File: src/rtl/tone_scheduler.sv
// tone_scheduler: fixed-priority arbiter and sequencer sharing one square-wave tone generator
// between three requesters (alarm siren, keypad beep, status chirp); bit 0 is highest priority.
// Optional feature macro: TONE_PREEMPT_EN. When it is defined, a higher-priority request
// re-grants the generator directly during PLAY.
// Ports:
//   clock_25mhz, reset_n        system clock, asynchronous active-low reset
//   req[2:0]                    level requests
//   half_periodN, durationN     per-source half-period (cycles) and duration (ms)
//   grant[2:0]                  one-hot owner of the generator while in PLAY
//   done[2:0]                   one-cycle pulse when the granted tone completes normally
//   busy                        high in PLAY and GAP
//   audio_out                   square wave, low outside PLAY
module tone_scheduler #(
    parameter int TICKS_PER_MS = 25000,
    parameter int GAP_MS       = 2,
    parameter int HP_W         = 15,
    parameter int DUR_W        = 16
) (
    input  logic             clock_25mhz,
    input  logic             reset_n,
    input  logic [2:0]       req,
    input  logic [HP_W-1:0]  half_period0,
    input  logic [HP_W-1:0]  half_period1,
    input  logic [HP_W-1:0]  half_period2,
    input  logic [DUR_W-1:0] duration0,
    input  logic [DUR_W-1:0] duration1,
    input  logic [DUR_W-1:0] duration2,
    output logic [2:0]       grant,
    output logic [2:0]       done,
    output logic             busy,
    output logic             audio_out
);
    localparam int GAP_T = GAP_MS * TICKS_PER_MS;
    localparam int PW    = TICKS_PER_MS > 1 ? $clog2(TICKS_PER_MS) : 1;
    localparam int GW    = GAP_T > 1 ? $clog2(GAP_T) : 1;
    localparam logic [PW-1:0] PRE_MAX = PW'(TICKS_PER_MS - 1);
    localparam logic [GW-1:0] GAP_MAX = GW'(GAP_T - 1);

    typedef enum logic [1:0] {S_IDLE, S_PLAY, S_GAP} state_t;

    state_t           r_state, w_state_nxt;
    logic [2:0]       r_grant, r_done, w_src, w_win, w_hi;
    logic [HP_W-1:0]  r_hp, r_hp_cnt, w_hp_in;
    logic [DUR_W-1:0] r_rem, w_dur_in;
    logic [PW-1:0]    r_pre;
    logic [GW-1:0]    r_gap_cnt;
    logic             r_audio, w_load, w_fin, w_finish, w_drop, w_pre_wrap, w_hp_wrap;

    // Requests strictly above the current owner: subtracting 1 from a one-hot grant
    // yields a mask of all lower indices.
    assign w_hi     = req & (r_grant - 3'd1);
    assign w_src    = (r_state == S_IDLE) ? req : w_hi;
    // Isolate the lowest set bit, i.e. the highest-priority requester.
    assign w_win    = w_src & (~w_src + 3'd1);
    assign w_hp_in  = w_win[0] ? half_period0 : w_win[1] ? half_period1 : half_period2;
    assign w_dur_in = w_win[0] ? duration0 : w_win[1] ? duration1 : duration2;

    assign w_pre_wrap = r_pre == PRE_MAX;
    assign w_hp_wrap  = r_hp_cnt == r_hp - HP_W'(1);
    // A zero duration completes on the first PLAY cycle; otherwise the last ms wrap ends the tone.
    assign w_finish   = (r_rem == '0) || (r_rem == DUR_W'(1) && w_pre_wrap);
    assign w_drop     = (req & r_grant) == 3'd0;

    assign grant     = r_grant;
    assign done      = r_done;
    assign busy      = r_state != S_IDLE;
    assign audio_out = r_audio;

    always_ff @(posedge clock_25mhz or negedge reset_n) begin
        if (!reset_n) r_state <= S_IDLE;
        else          r_state <= w_state_nxt;
    end

    // Normal completion outranks both an abort and a preemption landing on the same edge.
    always_comb begin
        w_state_nxt = r_state;
        w_load      = 1'b0;
        w_fin       = 1'b0;
        case (r_state)
            S_IDLE: begin
                if (req != 3'd0) begin
                    w_state_nxt = S_PLAY;
                    w_load      = 1'b1;
                end
            end
            S_PLAY: begin
                if (w_finish) begin
                    w_state_nxt = S_GAP;
                    w_fin       = 1'b1;
                end
`ifdef TONE_PREEMPT_EN
                else if (w_hi != 3'd0) w_load = 1'b1;
`endif
                else if (w_drop) w_state_nxt = S_GAP;
            end
            S_GAP:   w_state_nxt = (r_gap_cnt == GAP_MAX) ? S_IDLE : S_GAP;
            default: w_state_nxt = S_IDLE;
        endcase
    end

    always_ff @(posedge clock_25mhz or negedge reset_n) begin
        if (!reset_n) begin
            r_grant   <= '0;
            r_done    <= '0;
            r_hp      <= '0;
            r_rem     <= '0;
            r_hp_cnt  <= '0;
            r_pre     <= '0;
            r_gap_cnt <= '0;
            r_audio   <= 1'b0;
        end else begin
            r_done    <= w_fin ? r_grant : 3'd0;
            r_gap_cnt <= (r_state == S_GAP && w_state_nxt == S_GAP) ? r_gap_cnt + GW'(1) : '0;
            if (w_load) begin
                r_grant  <= w_win;
                r_hp     <= (w_hp_in < HP_W'(2)) ? HP_W'(2) : w_hp_in;
                r_rem    <= w_dur_in;
                r_hp_cnt <= '0;
                r_pre    <= '0;
                r_audio  <= 1'b0;
            end else if (w_state_nxt != S_PLAY) begin
                r_grant  <= '0;
                r_hp_cnt <= '0;
                r_pre    <= '0;
                r_audio  <= 1'b0;
            end else begin
                r_hp_cnt <= w_hp_wrap ? '0 : r_hp_cnt + HP_W'(1);
                r_audio  <= r_audio ^ w_hp_wrap;
                r_pre    <= w_pre_wrap ? '0 : r_pre + PW'(1);
                if (w_pre_wrap && r_rem != '0) r_rem <= r_rem - DUR_W'(1);
            end
        end
    end
endmodule

File: config.mk
export PLATFORM = sky130hd
export DESIGN_NAME = tone_scheduler
export DESIGN_NICKNAME = d
export VERILOG_FILES = /design/src/rtl/tone_scheduler.sv
export SDC_FILE = /design/constraint.sdc
export NUM_CORES = 1
export LEC_CHECK = 0
export ABC_AREA = 1
export CAP_MARGIN = 20
export CORE_MARGIN = 2
export CORE_UTILIZATION = 58
export DETAILED_ROUTE_END_ITERATION = 10
export PLACE_DENSITY = 0.89
export SYNTH_ARGS = -nofsm -noshare
export SYNTH_HDL_FRONTEND = slang
export SYNTH_SLANG_ARGS = --single-unit
File: constraint.sdc
create_clock -name clock_25mhz -period 3.5 [get_ports clock_25mhz]
set_clock_uncertainty 0.15 [all_clocks]
set_input_delay 0.525 -clock clock_25mhz [delete_from_list [all_inputs] [get_ports clock_25mhz]]
set_output_delay 0.525 -clock clock_25mhz [all_outputs]
set_load 0.01 [all_outputs]
==> impl_metrics.py <==
metrics = {
    "status": {
        "outcome": "finished, final reports clean",
    },
    "routing": {
        "dr_wl_met2_mm": 7.047,
        "drtAntennaViolNets": 0,
        "drcViolationCount": 0,
        "initialDrtViolationCount": 419,
        "wl_met3_um": 897,
        "routedWlPerCell_um": 13.58,
        "vias_per_cell": 5.305,
        "vias": 5650,
        "wl_met1_mm": 6.182,
        "wl_mm": 14.47,
        "top_layer": "met4",
        "first_pass_iters": 5,
    },
    "yosys": {
        "synth_edf_count": 0,
        "syn_avg_cell_area_um2": 7.044,
        "ys_types": 47,
        "ys_seq_area_frac": 0.3694,
        "yosysMostFrequentCell": "nand2_1",
        "async_flop_share": 1.000,
        "synth.top_cells.by_area": "dfrtp_1 (37%), nand2_1 (16%), nor2_1 (6.6%)",
        "syn-cell-area_mm2": 0.005826,
        "synth_nets": 933,
        "postSynthCellCount": 827,
        "ys_warn_count": 0,
        "synth_top_area_frac": 0.3694,
        "yosysTopAreaCell": "dfrtp_1",
        "yosys_most_used_dff": "dfrtp_1",
        "synth_commonest_cells": "nand2_1 (255), nor2_1 (103), dfrtp_1 (86)",
        "synth-seq-cells": 86,
    },
    "clock_network": {
        "cts_made_buffers": 9,
        "h-tree-depth": 3,
        "cts_setup_buffers": 0,
        "clkLatencyLatePin_ns": 0.37,
        "cts_resized": 0,
        "cts.sinks": 86,
        "clock-root-buffer": "clkbuf_8",
        "clk_pin_slew_ns": 0.09,
        "clk_path_buf_depth": 2,
        "holdBufCountCts": 0,
        "cts_tree": "built",
    },
    "worst_setup_path": {
        "crit_cells": 13,
        "critPathMaxFanout": 15,
        "cp_slowest_cell": "dfrtp_1",
        "slowest_delay_ns": 0.40,
        "worstPathCellList": "inv_1 -> ha_1 -> nand3_4 -> nor2_2 -> nand2_1 -> nand2_1 -> nand2_1 -> inv_1 -> nand3_1 -> nor2_2 -> nand2_1 -> nand2_2 -> nor2_1",
        "required_ns": 3.59,
        "reg2regPathDepth": 13,
        "worstSetupPathType": "reg2reg",
        "rrSetupSlack_ns": 1.06,
        "cpMostUsedCell": "nand2_1",
        "crit_start": "r_hp[0]",
        "cp-start-kind": "register",
        "cp_data_arrival_time_ns": 2.54,
        "r2r-end": "r_hp_cnt[0]",
        "critPathCaptureType": "register",
        "critical-path-top-delay-family": "simple AND/OR/NAND/NOR gates",
        "r2r_start": "r_hp[0]",
        "path_buf_inv": 2,
    },
    "final_layout": {
        "diodes": 0,
        "drive_above_1_share": 0.08798,
        "nets": 1033,
        "nFillCells": 787,
        "fin_util": 0.7323,
        "fin_area_mm2": 0.007158,
        "area_growth_pct": 22.87,
        "layout.cells.non_filler": 1065,
    },
    "run": {
        "cap_violations": 0,
    },
    "placement": {
        "io_buffer_count": 105,
        "place.gp.congestion": 0.9365,
        "post_dp_cell_area_mm2": 0.006937,
        "detailed_place_hpwl_mm": 10.87,
        "dp.cells": 1049,
    },
    "die": {
        "fp-row-count": 36,
        "dieArea_mm2": 0.01086,
        "initial_core_util": 0.5960,
        "die_w_um": 104.2,
        "io_pins": 106,
        "die_h_um": 104.2,
        "fp.coreArea_mm2": 0.009774,
    },
    "timing": {
        "relSlewSlack": 0.4171,
        "slew_violations": 0,
        "setup_viol": 0,
        "min_period_over_period": 0.6983,
        "timing.final.hold_violations": 0,
        "rsz0062_at_grt": "no",
        "fin_crit_ns": 2.444,
        "worstMarginPinSlew_ns": 0.8743,
        "fmax_mhz": 409.1,
        "setup-tns-final_ns": 0,
    },
    "pwr": {
        "peakVddDrop_v": 0.0003961,
        "p_leak_nw": 3.182,
        "pwr_density_cell_mw_per_mm2": 593.9,
    },
    "min_path": {
        "min_path_type": "in2async",
    },
    "grt": {
        "grt-ovfl-total": 0,
        "antenna_found_initial": 0,
        "track_usage": 0.2785,
        "grt_start_max_net_pins": 70,
        "grt_pass1_vias": 5454,
        "grt_pass1_wl_mm": 24.63,
    },
}
[cells in the final DEF, fill, tap and decap left out, drive strengths merged, types with 6 or more instances in the layout]
master,Yosys,routed
dfrtp,86,86
clkbuf,4,10
nand4,18,18
nor3b,6,6
nand2,270,270
nor2,129,129
xor2,23,23
nand3b,10,10
o21ai,22,22
clkdlybuf4s50,0,104
nand3,76,76
a21oi,12,12
xnor2,10,10
ha,8,8
inv,90,91
nor3,14,14
[kinds of logic (layout without fill, tap and decap cells)]
| family | count (synthesis) | in the layout | synth area share |
|---|---|---|---|
| XOR/XNOR | 33 | 33 | 0.04961 |
| buffers and inverters | 110 | 215 | 0.08140 |
| AO/OA/AOI/OAI | 56 | 56 | 0.06207 |
| AND/OR/NAND/NOR | 534 | 534 | 0.4203 |
| adder cells (fa/ha/maj) | 8 | 8 | 0.01718 |
| flip-flops | 86 | 86 | 0.3694 |
[worst max-delay path by stage]
| stage | slack (ns) | end |
|---|---|---|
| 6_report | 1.06 | r_hp_cnt[0] |
| 5_1_grt | 0.82 | r_hp_cnt[1] |
| 4_1_cts | 1.06 | r_hp_cnt[0] |
| 3_5_place_dp | 0.70 | r_hp[0] |
| 3_3_place_gp | 0.71 | r_hp[0] |
| 2_1_floorplan | 1.46 | r_hp_cnt[12] |
[power breakdown]
group	switching (mW)	internal [mW]
Combinational	1.31	0.732
Clock	0.380	0.407
Sequential	0.222	1.20
[area by class of cell]
class,count,area [µm²],area share
clock buffer,10,127.6,0.01783
clock inverter,6,93.84,0.01311
inverter,90,340.3,0.04754
multi-input combinational,631,3199,0.4469
sequential,86,2152,0.3006
tap,133,166.4,0.02325
timing repair buffer,109,1079,0.1507
[flip-flops by register name, summed over array words and instances, names as in the netlist]
register   flops
r_state        2
done           3
grant          3
audio_out      1
r_rem         16
r_hp          15
r_pre         15
r_gap_cnt     16
r_hp_cnt      15
[worst reg2reg max path, stage by stage (launching register included)]
cell and delay, ns:
dfrtp_1 0.40, inv_1 0.13, ha_1 0.27, nand3_4 0.13
nor2_2 0.20, nand2_1 0.07, nand2_1 0.07, nand2_1 0.05
inv_1 0.05, nand3_1 0.09, nor2_2 0.20, nand2_1 0.09
nand2_2 0.33, nor2_1 0.09
[stage by stage]
step                hold slack, ns  setup WS, ns  power, mW
global route                0.1834        0.8206      4.585
finish                      0.1106         1.056      4.252
floorplan                  0.07941         1.462      2.940
CTS                         0.1533         1.058      4.227
global placement            0.2975        0.7134      3.390
detailed placement          0.3060        0.7043      3.441
[per-layer routing]
layer,vias to the layer above,track usage
li1,2831,-
met1,2594,0.3561
met2,195,0.4723
met3,30,0.05326
met4,0,0.09942
met5,-,0
No activity file was read; power rests on OpenSTA's default activity.
